File: src/rtl/branch_resolve_tracker.sv
// Execute-side tracker for decode-time conditional-branch predictions.
// Queues predictions in order, checks them at resolve, and drives predictor feedback and mispredict redirects.
module branch_resolve_tracker #(
  parameter int ADDR_WIDTH = 32,
  parameter int DEPTH      = 4,
  parameter int STAT_WIDTH = 32
) (
  input  logic                  clk,
  input  logic                  rst,
  input  logic                  dec_valid,
  input  logic [ADDR_WIDTH-1:0] dec_pc,
  input  logic                  dec_prediction,
  input  logic [ADDR_WIDTH-1:0] dec_recovery_target,
  output logic                  dec_ready,
  input  logic                  ex_valid,
  input  logic [ADDR_WIDTH-1:0] ex_pc,
  input  logic                  ex_outcome,
  output logic                  fb_valid,
  output logic [ADDR_WIDTH-1:0] fb_pc,
  output logic                  fb_prediction,
  output logic                  fb_outcome,
  output logic                  mispredict,
  output logic [ADDR_WIDTH-1:0] redirect_pc,
  output logic                  err,
  output logic [STAT_WIDTH-1:0] stat_branches,
  output logic [STAT_WIDTH-1:0] stat_mispredicts
);

  localparam int PW = $clog2(DEPTH);
  localparam int CW = PW + 1;
  localparam logic [STAT_WIDTH-1:0] STAT_MAX = {STAT_WIDTH{1'b1}};

  logic [ADDR_WIDTH-1:0] pc_mem   [DEPTH];
  logic                  pred_mem [DEPTH];
  logic [ADDR_WIDTH-1:0] tgt_mem  [DEPTH];
  logic [PW-1:0]         head_r;
  logic [PW-1:0]         tail_r;
  logic [CW-1:0]         count_r;

  logic push_s;
  logic pop_s;
  logic mis_s;
  logic pc_bad_s;

  assign dec_ready = (count_r != CW'(DEPTH));

  // Decode the push/pop handshakes and compare the resolved head against its record.
  always_comb begin
    push_s   = dec_valid & dec_ready;
    pop_s    = ex_valid & (count_r != {CW{1'b0}});
    mis_s    = 1'b0;
    pc_bad_s = 1'b0;
    if (pop_s) begin
      mis_s    = (ex_outcome != pred_mem[head_r]);
      pc_bad_s = (ex_pc != pc_mem[head_r]);
    end else begin
      mis_s    = 1'b0;
      pc_bad_s = 1'b0;
    end
  end

  // Queue state, registered feedback/redirect outputs, sticky error and statistics.
  always_ff @(posedge clk) begin
    if (rst) begin
      for (int i = 0; i < DEPTH; i++) begin
        pc_mem[i]   <= {ADDR_WIDTH{1'b0}};
        pred_mem[i] <= 1'b0;
        tgt_mem[i]  <= {ADDR_WIDTH{1'b0}};
      end
      head_r           <= {PW{1'b0}};
      tail_r           <= {PW{1'b0}};
      count_r          <= {CW{1'b0}};
      fb_valid         <= 1'b0;
      fb_pc            <= {ADDR_WIDTH{1'b0}};
      fb_prediction    <= 1'b0;
      fb_outcome       <= 1'b0;
      mispredict       <= 1'b0;
      redirect_pc      <= {ADDR_WIDTH{1'b0}};
      err              <= 1'b0;
      stat_branches    <= {STAT_WIDTH{1'b0}};
      stat_mispredicts <= {STAT_WIDTH{1'b0}};
    end else begin
      fb_valid   <= pop_s;
      mispredict <= mis_s;
      if (pop_s) begin
        fb_pc         <= pc_mem[head_r];
        fb_prediction <= pred_mem[head_r];
        fb_outcome    <= ex_outcome;
      end
      if (mis_s) begin
        redirect_pc <= tgt_mem[head_r];
      end
      if ((ex_valid && (count_r == {CW{1'b0}})) || pc_bad_s) begin
        err <= 1'b1;
      end
      if (pop_s && (stat_branches != STAT_MAX)) begin
        stat_branches <= stat_branches + STAT_WIDTH'(1);
      end
      if (mis_s && (stat_mispredicts != STAT_MAX)) begin
        stat_mispredicts <= stat_mispredicts + STAT_WIDTH'(1);
      end
      // A mispredict discards all younger entries, including a same-cycle wrong-path push.
      if (mis_s) begin
        count_r <= {CW{1'b0}};
        head_r  <= tail_r;
      end else begin
        if (push_s) begin
          pc_mem[tail_r]   <= dec_pc;
          pred_mem[tail_r] <= dec_prediction;
          tgt_mem[tail_r]  <= dec_recovery_target;
          tail_r           <= tail_r + PW'(1);
        end
        if (pop_s) begin
          head_r <= head_r + PW'(1);
        end
        count_r <= count_r + CW'(push_s) - CW'(pop_s);
      end
    end
  end

endmodule
File: config.mk
export PLATFORM = sky130hd
export DESIGN_NAME = branch_resolve_tracker
export DESIGN_NICKNAME = d
export VERILOG_FILES = /design/src/rtl/branch_resolve_tracker.sv
export SDC_FILE = /design/constraint.sdc
export NUM_CORES = 1
export LEC_CHECK = 0
export ABC_AREA = 0
export CAP_MARGIN = 40
export CORE_ASPECT_RATIO = 0.5
export CORE_MARGIN = 2
export CORE_UTILIZATION = 55
export CTS_BUF_LIST = sky130_fd_sc_hd__clkbuf_16
export DETAILED_ROUTE_END_ITERATION = 10
export GPL_TIMING_DRIVEN = 0
export MAX_ROUTING_LAYER = met4
export PLACE_DENSITY = 0.8
export SLEW_MARGIN = 20
export SYNTH_ARGS = -nofsm -noshare
export SYNTH_HDL_FRONTEND = slang
export SYNTH_SLANG_ARGS = --single-unit
File: constraint.sdc
create_clock -name clk -period 4.7 [get_ports clk]
set_input_delay 0.47 -clock clk [delete_from_list [all_inputs] [get_ports clk]]
set_output_delay 0.47 -clock clk [all_outputs]
set_load 0.05 [all_outputs]
* Yosys cells after proc, flatten, opt, wreduce, memory -nomap -nowiden
Memory sizes are Yosys's and may differ from the RTL's. A register that Yosys moved wholly into a read port is not among the register bits.
Cells that the tools add are included.
** Cells by class
- $add $sub $neg :: 6
- Equality and inequality tests :: 5
- Muxes and demuxes :: 23
- Bitwise logic cells :: 3
- Reduce and logical (&&, ||, !) cells :: 12
** Operators with widths (count)
- adder 32 x 1 -> 32 bit (second input constant) :: 2
- 2-to-1 mux 32 bit :: 2
- inequality test 32 bit (second input constant) :: 2
- OR reduction 32 bit :: 2
- inequality test 32 bit :: 1
- 2-to-1 mux 2 bit :: 9
- 2-to-1 mux 1 bit :: 12
- adder 2 x 1 -> 2 bit (second input constant) :: 2
- adder 3 x 1 -> 3 bit :: 1
- logical AND 1 bit :: 3
- zero test 3 bit :: 1
- inequality test 3 bit (second input constant) :: 1
- nonzero test 3 bit :: 1
- subtractor 3 x 1 -> 3 bit :: 1
- AND 1 bit :: 2
- AND reduction 2 bit :: 1
- nonzero test 2 bit :: 1
- OR reduction 2 bit :: 1
- logical OR 1 bit :: 1
- inequality test 1 bit :: 1
- inverter 1 bit :: 1
- OR reduction 1 bit :: 1
** Storage, ports and cells
- Register bits after elaboration :: 108
- Bits in writable memories :: 260
- Input bits :: 102
- Output and inout port bits :: 134
- Word-level logic and storage cells :: 63
- Memories :: 3
** Memory list
- pc_mem :: words 4, width 32, rd ports 1, clocked after Yosys merged registers in 1, write ports 4, line 33 : logic [ADDR_WIDTH-1:0] pc_mem [DEPTH];
- tgt_mem :: words 4, width 32, rd ports 1, clocked after Yosys merged registers in 1, write ports 4, line 35 : logic [ADDR_WIDTH-1:0] tgt_mem [DEPTH];
- pred_mem :: words 4, width 1, rd ports 1, clocked after Yosys merged registers in 1, write ports 4, line 34 : logic pred_mem [DEPTH];

* Logic depth before layout (Yosys ltp)
Gate-level depths: netlist (run 1).
- Depth after elaboration :: 8
- Depth in mapped cells :: 13
- Mapped depth without buffers :: 10

* Worst setup path before layout (run 1)
OpenSTA, ideal clock, no wires.
- Path kind :: reg2reg
- From :: register with a tool-made name
- To :: memory pc_mem[1][0] (enable)
- Setup time :: 0.434 ns
- Data arrival time :: 3.048 ns
- Required time :: 4.266 ns
- Setup slack :: 1.219 ns
- Stages on the path, launching flop included :: 6
- Buffers on the path :: 0
- Clock period less this slack :: 3.481 ns
- Cell sequence :: dfxtp_1 > mux4_2 > xor2_2 > a21oi_1 > nand2_1 > nand2b_1
** RTL lines (line)
- end: declaration :: 33

==> results.sh, run 1 <==
export IMPL_postCtsSetupBuffers=0
export IMPL_clockRootBuffer="clkbuf_16"
export IMPL_endpoint_kind="register"
export IMPL_cts_buffer_depth=3
export IMPL_placed_cells=2096
export IMPL_die_h_um=130
export IMPL_dp_slack_ps=896
export IMPL_tightestPinTransition_ps=907
export IMPL_port_buffers=235
export IMPL_via_per_inst=5.88
export IMPL_synth_simple_area_share=0.194
export IMPL_yosysWarnings=0
export IMPL_coreArea_um2=31500
export IMPL_critPathRequiredTime_ps=4910
export IMPL_cts_htree_levels=2
export IMPL_dr_pass1_iters=6
export IMPL_p_per_area_nw_per_um2=451
export IMPL_finalCritPeriodShare=0.766
export IMPL_cp_max_fo=43
export IMPL_fin_util=0.689
export IMPL_cts_inserted_buffers=36
export IMPL_cts_sinks=402
export IMPL_synthMuxAreaShare=0.0887
export IMPL_dieWidth_um=256
export IMPL_gp_congestion=0.899
export IMPL_ys_async_sr_fraction=0
export IMPL_synth_seq_cells=402
export IMPL_fmax_ghz=0.278
export IMPL_placementRows=46
export IMPL_synth_compound_area_frac=0.0373
export IMPL_grt_pass1_vias=12680
export IMPL_maxCapViolCount=0
export IMPL_finClkSkew_ps=23.1
export IMPL_dp_hpwl_um=33200
export IMPL_routed_wl_um=48100
export IMPL_leakage_nw=7.94
export IMPL_synthesis_area_um2=17500
export IMPL_num_io_pins=236
export IMPL_drc_errors=0
export IMPL_synth_xor_xnor_area_share=0.0429
export IMPL_hold_viol_final=0
export IMPL_grt_pass1_wl_um=72600
export IMPL_fin_cells=2167
export IMPL_synth_top_family_by_area="simple AND/OR/NAND/NOR gates"
export IMPL_grt_usage=0.297
export IMPL_setup_slack_ps=1100
export IMPL_nets=1812
export IMPL_vias=12742
export IMPL_tns_ps=0
export IMPL_cts_hold_buffers=0
export IMPL_synth_enable_flop_cells=260
export IMPL_crit_type="register to register"
export IMPL_hold_slack_ps=459
export IMPL_ys_types=52
export IMPL_cts_resized_gates=0
export IMPL_ir_worst_vdd_mv=0.251
export IMPL_rsz0062_at_grt="false"
export IMPL_worstPathArrival_ps=3810
export IMPL_drtIter0Drc=1457
export IMPL_syn_num_nets=1529
export IMPL_holdCritStartpoint="redirect_pc[18]"
export IMPL_wl_per_cell_um=22.2
export IMPL_slew_headroom=0.395
export IMPL_status="completed"
export IMPL_synthFlopType="edfxtp_1"
export IMPL_ant_nets=0
export IMPL_tritoncts="yes"
export IMPL_multi_input_area_um2=6450
export IMPL_critPathLaunchType="register"
export IMPL_start_util=0.556
export IMPL_drv_slew=0
export IMPL_antenna_found_initial=2
export IMPL_syn_inst=1422
export IMPL_ys_seq_area_frac=0.608
export IMPL_report_power_total_mw=9.79
export IMPL_grt_max_degree=44
export IMPL_syn_avg_cell_area_um2=12.3
export IMPL_fin_area_um2=21700
export IMPL_regArea_um2=10700
export IMPL_hp_class="register to register"
export IMPL_fin_crit_ps=3600
export IMPL_clock_latency_ps=550
export IMPL_path_clk_slew_ps=70
export IMPL_syn_to_final_growth_pct=23.9
export IMPL_fillCellCount=2183
export IMPL_die_area_um2=33400
export IMPL_drive_above_1_share=0.0854
export IMPL_setup_violations=0
export IMPL_postPlaceCellArea_um2=20600
export IMPL_grt_overflow=0
export IMPL_synth_fa_ha_area_frac=0.00400
## per-layer routing
| metal | global-route usage | share of wire | vias to the layer above |
|---|---|---|---|
| met5 | - | 0 | - |
| met4 | 0.0956 | 0.026 | 0 |
| met3 | 0.0443 | 0.077 | 106 |
| met2 | 0.504 | 0.50 | 585 |
| met1 | 0.372 | 0.39 | 6329 |
| li1 | - | - | 5722 |
## where the power goes
| part | leakage (nW) | switching [mW] | internal [mW] | total, mW |
|---|---|---|---|---|
| Clock | 0.564 | 1.32 | 1.49 | 2.81 |
| Combinational | 3.53 | 1.62 | 0.930 | 2.55 |
| Sequential | 3.85 | 0.180 | 4.25 | 4.43 |
## worst max-delay path: stages, from the launching register on
cell     delay, ps
dfxtp_1        400
mux4_2         570
xor2_2         240
and2_1         250
nor3_4         380
nor3b_2        310
buf_2          290
or2_4          460
buf_16         320
## worst paths after layout
check	to	slack, ps	cells past startpoint
worst max-delay path	pc_mem[0][3]	1100	8
worst min-delay path	redirect_pc[18]	460	2
worst max register to register	pc_mem[0][3]	1100	8
worst min register to register	redirect_pc[18]	460	2
## cells in the mapped netlist (4+ instances only)
cell type	n	area share
o21ai_0	7	0.0020
nand3_1	27	0.0077
or3_1	8	0.0029
mux4_2	64	0.082
edfxtp_1	260	0.45
ha_1	4	0.0029
nand4_1	20	0.0071
and3_1	141	0.050
buf_2	10	0.0029
xor2_1	49	0.025
a2111oi_0	4	0.0020
clkbuf_1	81	0.017
nor2b_1	4	0.0014
nor4_1	13	0.0046
a211oi_1	4	0.0017
nor3_1	25	0.0071
buf_4	4	0.0017
and4_1	10	0.0050
dfxtp_1	142	0.16
nor2_1	67	0.014
nand2_1	159	0.034
xnor2_1	35	0.018
mux2i_1	9	0.0051
a21oi_1	84	0.024
and2_1	138	0.049
inv_1	12	0.0026
## flip-flops by register name (all words and copies together), names as in the netlist, 2 cells and up, named ones only
| register | flops |
|---|---|
| count_r | 3 |
| fb_pc | 32 |
| head_r | 2 |
| pc_mem | 128 |
| pred_mem | 4 |
| redirect_pc | 32 |
| stat_branches | 32 |
| stat_mispredicts | 32 |
| tail_r | 2 |
| tgt_mem | 128 |
## cells in the final DEF (no fill, tap or decap), types with 5 or more instances in the layout
cell type / instances
dfxtp_1: 142
xnor2_1: 35
or3_1: 8
and3_1: 141
mux2i_1: 9
nand4_1: 20
clkinv_1: 11
and4_1: 10
buf_2: 10
a21oi_1: 84
buf_6: 5
mux4_2: 64
clkdlybuf4s50_1: 235
o21ai_0: 7
nand3_1: 27
and2_1: 138
nor3_1: 25
xor2_1: 49
nor4_1: 13
clkbuf_16: 37
clkbuf_1: 81
nor2_1: 67
inv_1: 21
edfxtp_1: 260
nand2_1: 159
## cell families after synthesis
family,Yosys count
fa+ha+maj,5
xor+xnor,85
simple gates,632
buf+inv,110
mux,75
compound gates,113
flops,402
## cell type report
type,instances,area share
Sequential cell,402,0.491
Multi-Input combinational cell,910,0.297
Antenna cell,2,0.000231
Clock buffer,37,0.0427
Clock inverter,29,0.00732
Timing Repair Buffer,245,0.116
Buffer,98,0.0182
Inverter,12,0.00208
Tap cell,432,0.0249
(Power assumes the default switching activity.)
==> run 2, diff against run 1 <==
- CORE_UTILIZATION: 55 -> 50
- PLACE_DENSITY: 0.8 -> 0.77
- clock period: 4.7 -> 3.2 ns (I/O delays scaled with it)
==> run 2 against run 1 <==
Effect of this change: clock skew barely moved; clock power rose by 49%; first-iteration DRC count fell by 21%; hold slack lost 7.4 ps; die area up 9.8%.
==> results.sh, run 2 (synthesis results as in run 1) <==
export IMPL_antenna_found_initial=3
export IMPL_dp_slack_ps=-619
export IMPL_critPathRequiredTime_ps=3610
export IMPL_nets=1814
export IMPL_gp_congestion=0.922
export IMPL_reg_top3="pc_mem x128, tgt_mem x128"
export IMPL_finalCritPeriodShare=0.969
export IMPL_fin_crit_ps=3100
export IMPL_cts_hold_buffers=0
export IMPL_layout_common_cells="edfxtp_1 (260), clkdlybuf4s50_1 (235), nand2_1 (159)"
export IMPL_dieWidth_um=269
export IMPL_port_buffers=235
export IMPL_vias=12410
export IMPL_die_area_um2=36600
export IMPL_grt_pass1_wl_um=69700
export IMPL_hp_class="register to register"
export IMPL_hold_depth=2
export IMPL_cts_htree_levels=2
export IMPL_fillCellCount=2619
export IMPL_drtIter0Drc=1152
export IMPL_rsz0062_at_grt="true"
export IMPL_tritoncts="yes"
export IMPL_regArea_um2=10700
export IMPL_placed_cells=2139
export IMPL_drv_slew=0
export IMPL_worstPathArrival_ps=3510
export IMPL_num_io_pins=236
export IMPL_start_util=0.508
export IMPL_cts_sinks=402
export IMPL_cp_max_fo=10
export IMPL_maxCapViolCount=0
export IMPL_clock_latency_ps=550
export IMPL_wl_per_cell_um=21.2
export IMPL_dp_hpwl_um=32500
export IMPL_endpoint_kind="register"
export IMPL_critPathLaunchType="register"
export IMPL_fin_cells=2213
export IMPL_hold_viol_final=0
export IMPL_multi_input_area_um2=6490
export IMPL_placementRows=48
export IMPL_cts_inserted_buffers=37
export IMPL_fin_area_um2=21800
export IMPL_grt_max_degree=49
export IMPL_setup_violations=0
export IMPL_grt_pass1_vias=11983
export IMPL_fmax_ghz=0.323
export IMPL_p_per_area_nw_per_um2=662
export IMPL_status="completed"
export IMPL_ir_worst_vdd_mv=0.411
export IMPL_reg2reg_slack_ps=100
export IMPL_finClkSkew_ps=22.7
export IMPL_crit_type="register to register"
export IMPL_coreArea_um2=34500
export IMPL_final_common_cell="edfxtp_1"
export IMPL_r2r_end="pc_mem[1][25]"
export IMPL_via_per_inst=5.61
export IMPL_leakage_nw=7.98
export IMPL_dr_pass1_iters=8
export IMPL_die_h_um=136
export IMPL_tightestPinTransition_ps=840
export IMPL_cts_buffer_depth=3
export IMPL_syn_to_final_growth_pct=24.5
export IMPL_routed_wl_um=46900
export IMPL_reg2regPathDepth=8
export IMPL_ant_nets=0
export IMPL_postPlaceCellArea_um2=20600
export IMPL_drive_above_1_share=0.0951
export IMPL_grt_usage=0.262
export IMPL_grt_overflow=0
export IMPL_clockRootBuffer="clkbuf_16"
export IMPL_min_to="fb_pc[21]"
export IMPL_drc_errors=0
export IMPL_path_clk_slew_ps=70
export IMPL_holdCritStartpoint="fb_pc[21]"
export IMPL_setup_slack_ps=101
export IMPL_slew_headroom=0.440
-- run 2: area by class of cell --
cell class / count / area share
Multi-Input combinational cell: 912 / 0.298
Sequential cell: 402 / 0.488
Clock buffer: 38 / 0.0436
Inverter: 12 / 0.00207
Buffer: 97 / 0.0186
Tap cell: 475 / 0.0273
Timing Repair Buffer: 245 / 0.115
Antenna cell: 3 / 0.000344
Clock inverter: 29 / 0.00763
-- run 2: worst max-delay path: stages (launching register included) --
cell and delay [ps]:
dfxtp_1 440, mux4_2 600, xor2_2 250, and2_1 250, nor3_4 220, buf_4 210, buf_2 290, clkbuf_1 450
and3_1 250
-- run 2: metrics by stage --
stage	hold WS (ps)	power [mW]	TNS [ps]	utilization
6_report	452	14.4	0	0.633
5_1_grt	471	14.9	-52.0	0.633
4_1_cts	454	14.4	0	0.631
3_5_place_dp	445	10.3	-20100	0.598
3_3_place_gp	440	10.1	-204140	0.594
2_1_floorplan	456	8.84	0	-
-- run 2: where the power goes --
part / leakage, nW / total, mW / internal, mW / switching, mW
Sequential: 3.85 / 6.50 / 6.24 / 0.259
Clock: 0.579 / 4.19 / 2.25 / 1.94
Combinational: 3.55 / 3.75 / 1.37 / 2.38
-- run 2: how the worst max path moves through the flow --
stage	cells past startpoint	slack (ps)	end	start
after floorplan	7	40	pc_mem[0][0]	register
after detailed placement	14	-620	count_r[2]	ex_valid
after global placement	7	-1120	tgt_mem[0][23]	register
after global routing	8	-20	pc_mem[1][25]	register
final	8	100	pc_mem[1][25]	register
after CTS	8	5	tgt_mem[3][16]	register
-- run 2: per-layer routing --
metal  vias up  GRT usage  share of wire
met4         0     0.0765          0.025
met2       479      0.413           0.48
met5         -          -              0
met3        99     0.0596          0.080
met1      6100      0.341           0.41
li1       5732          -              -
-- run 2: timing repair --
item / in CTS / in global routing
endpoints found under the hold margin: 0 / 0
cloned: 1 / 1
buffers inserted: 2 / 0
pin swaps: 1 / 1
gates resized for setup: 3 / 19
endpoints found under the setup margin: 72 / 176
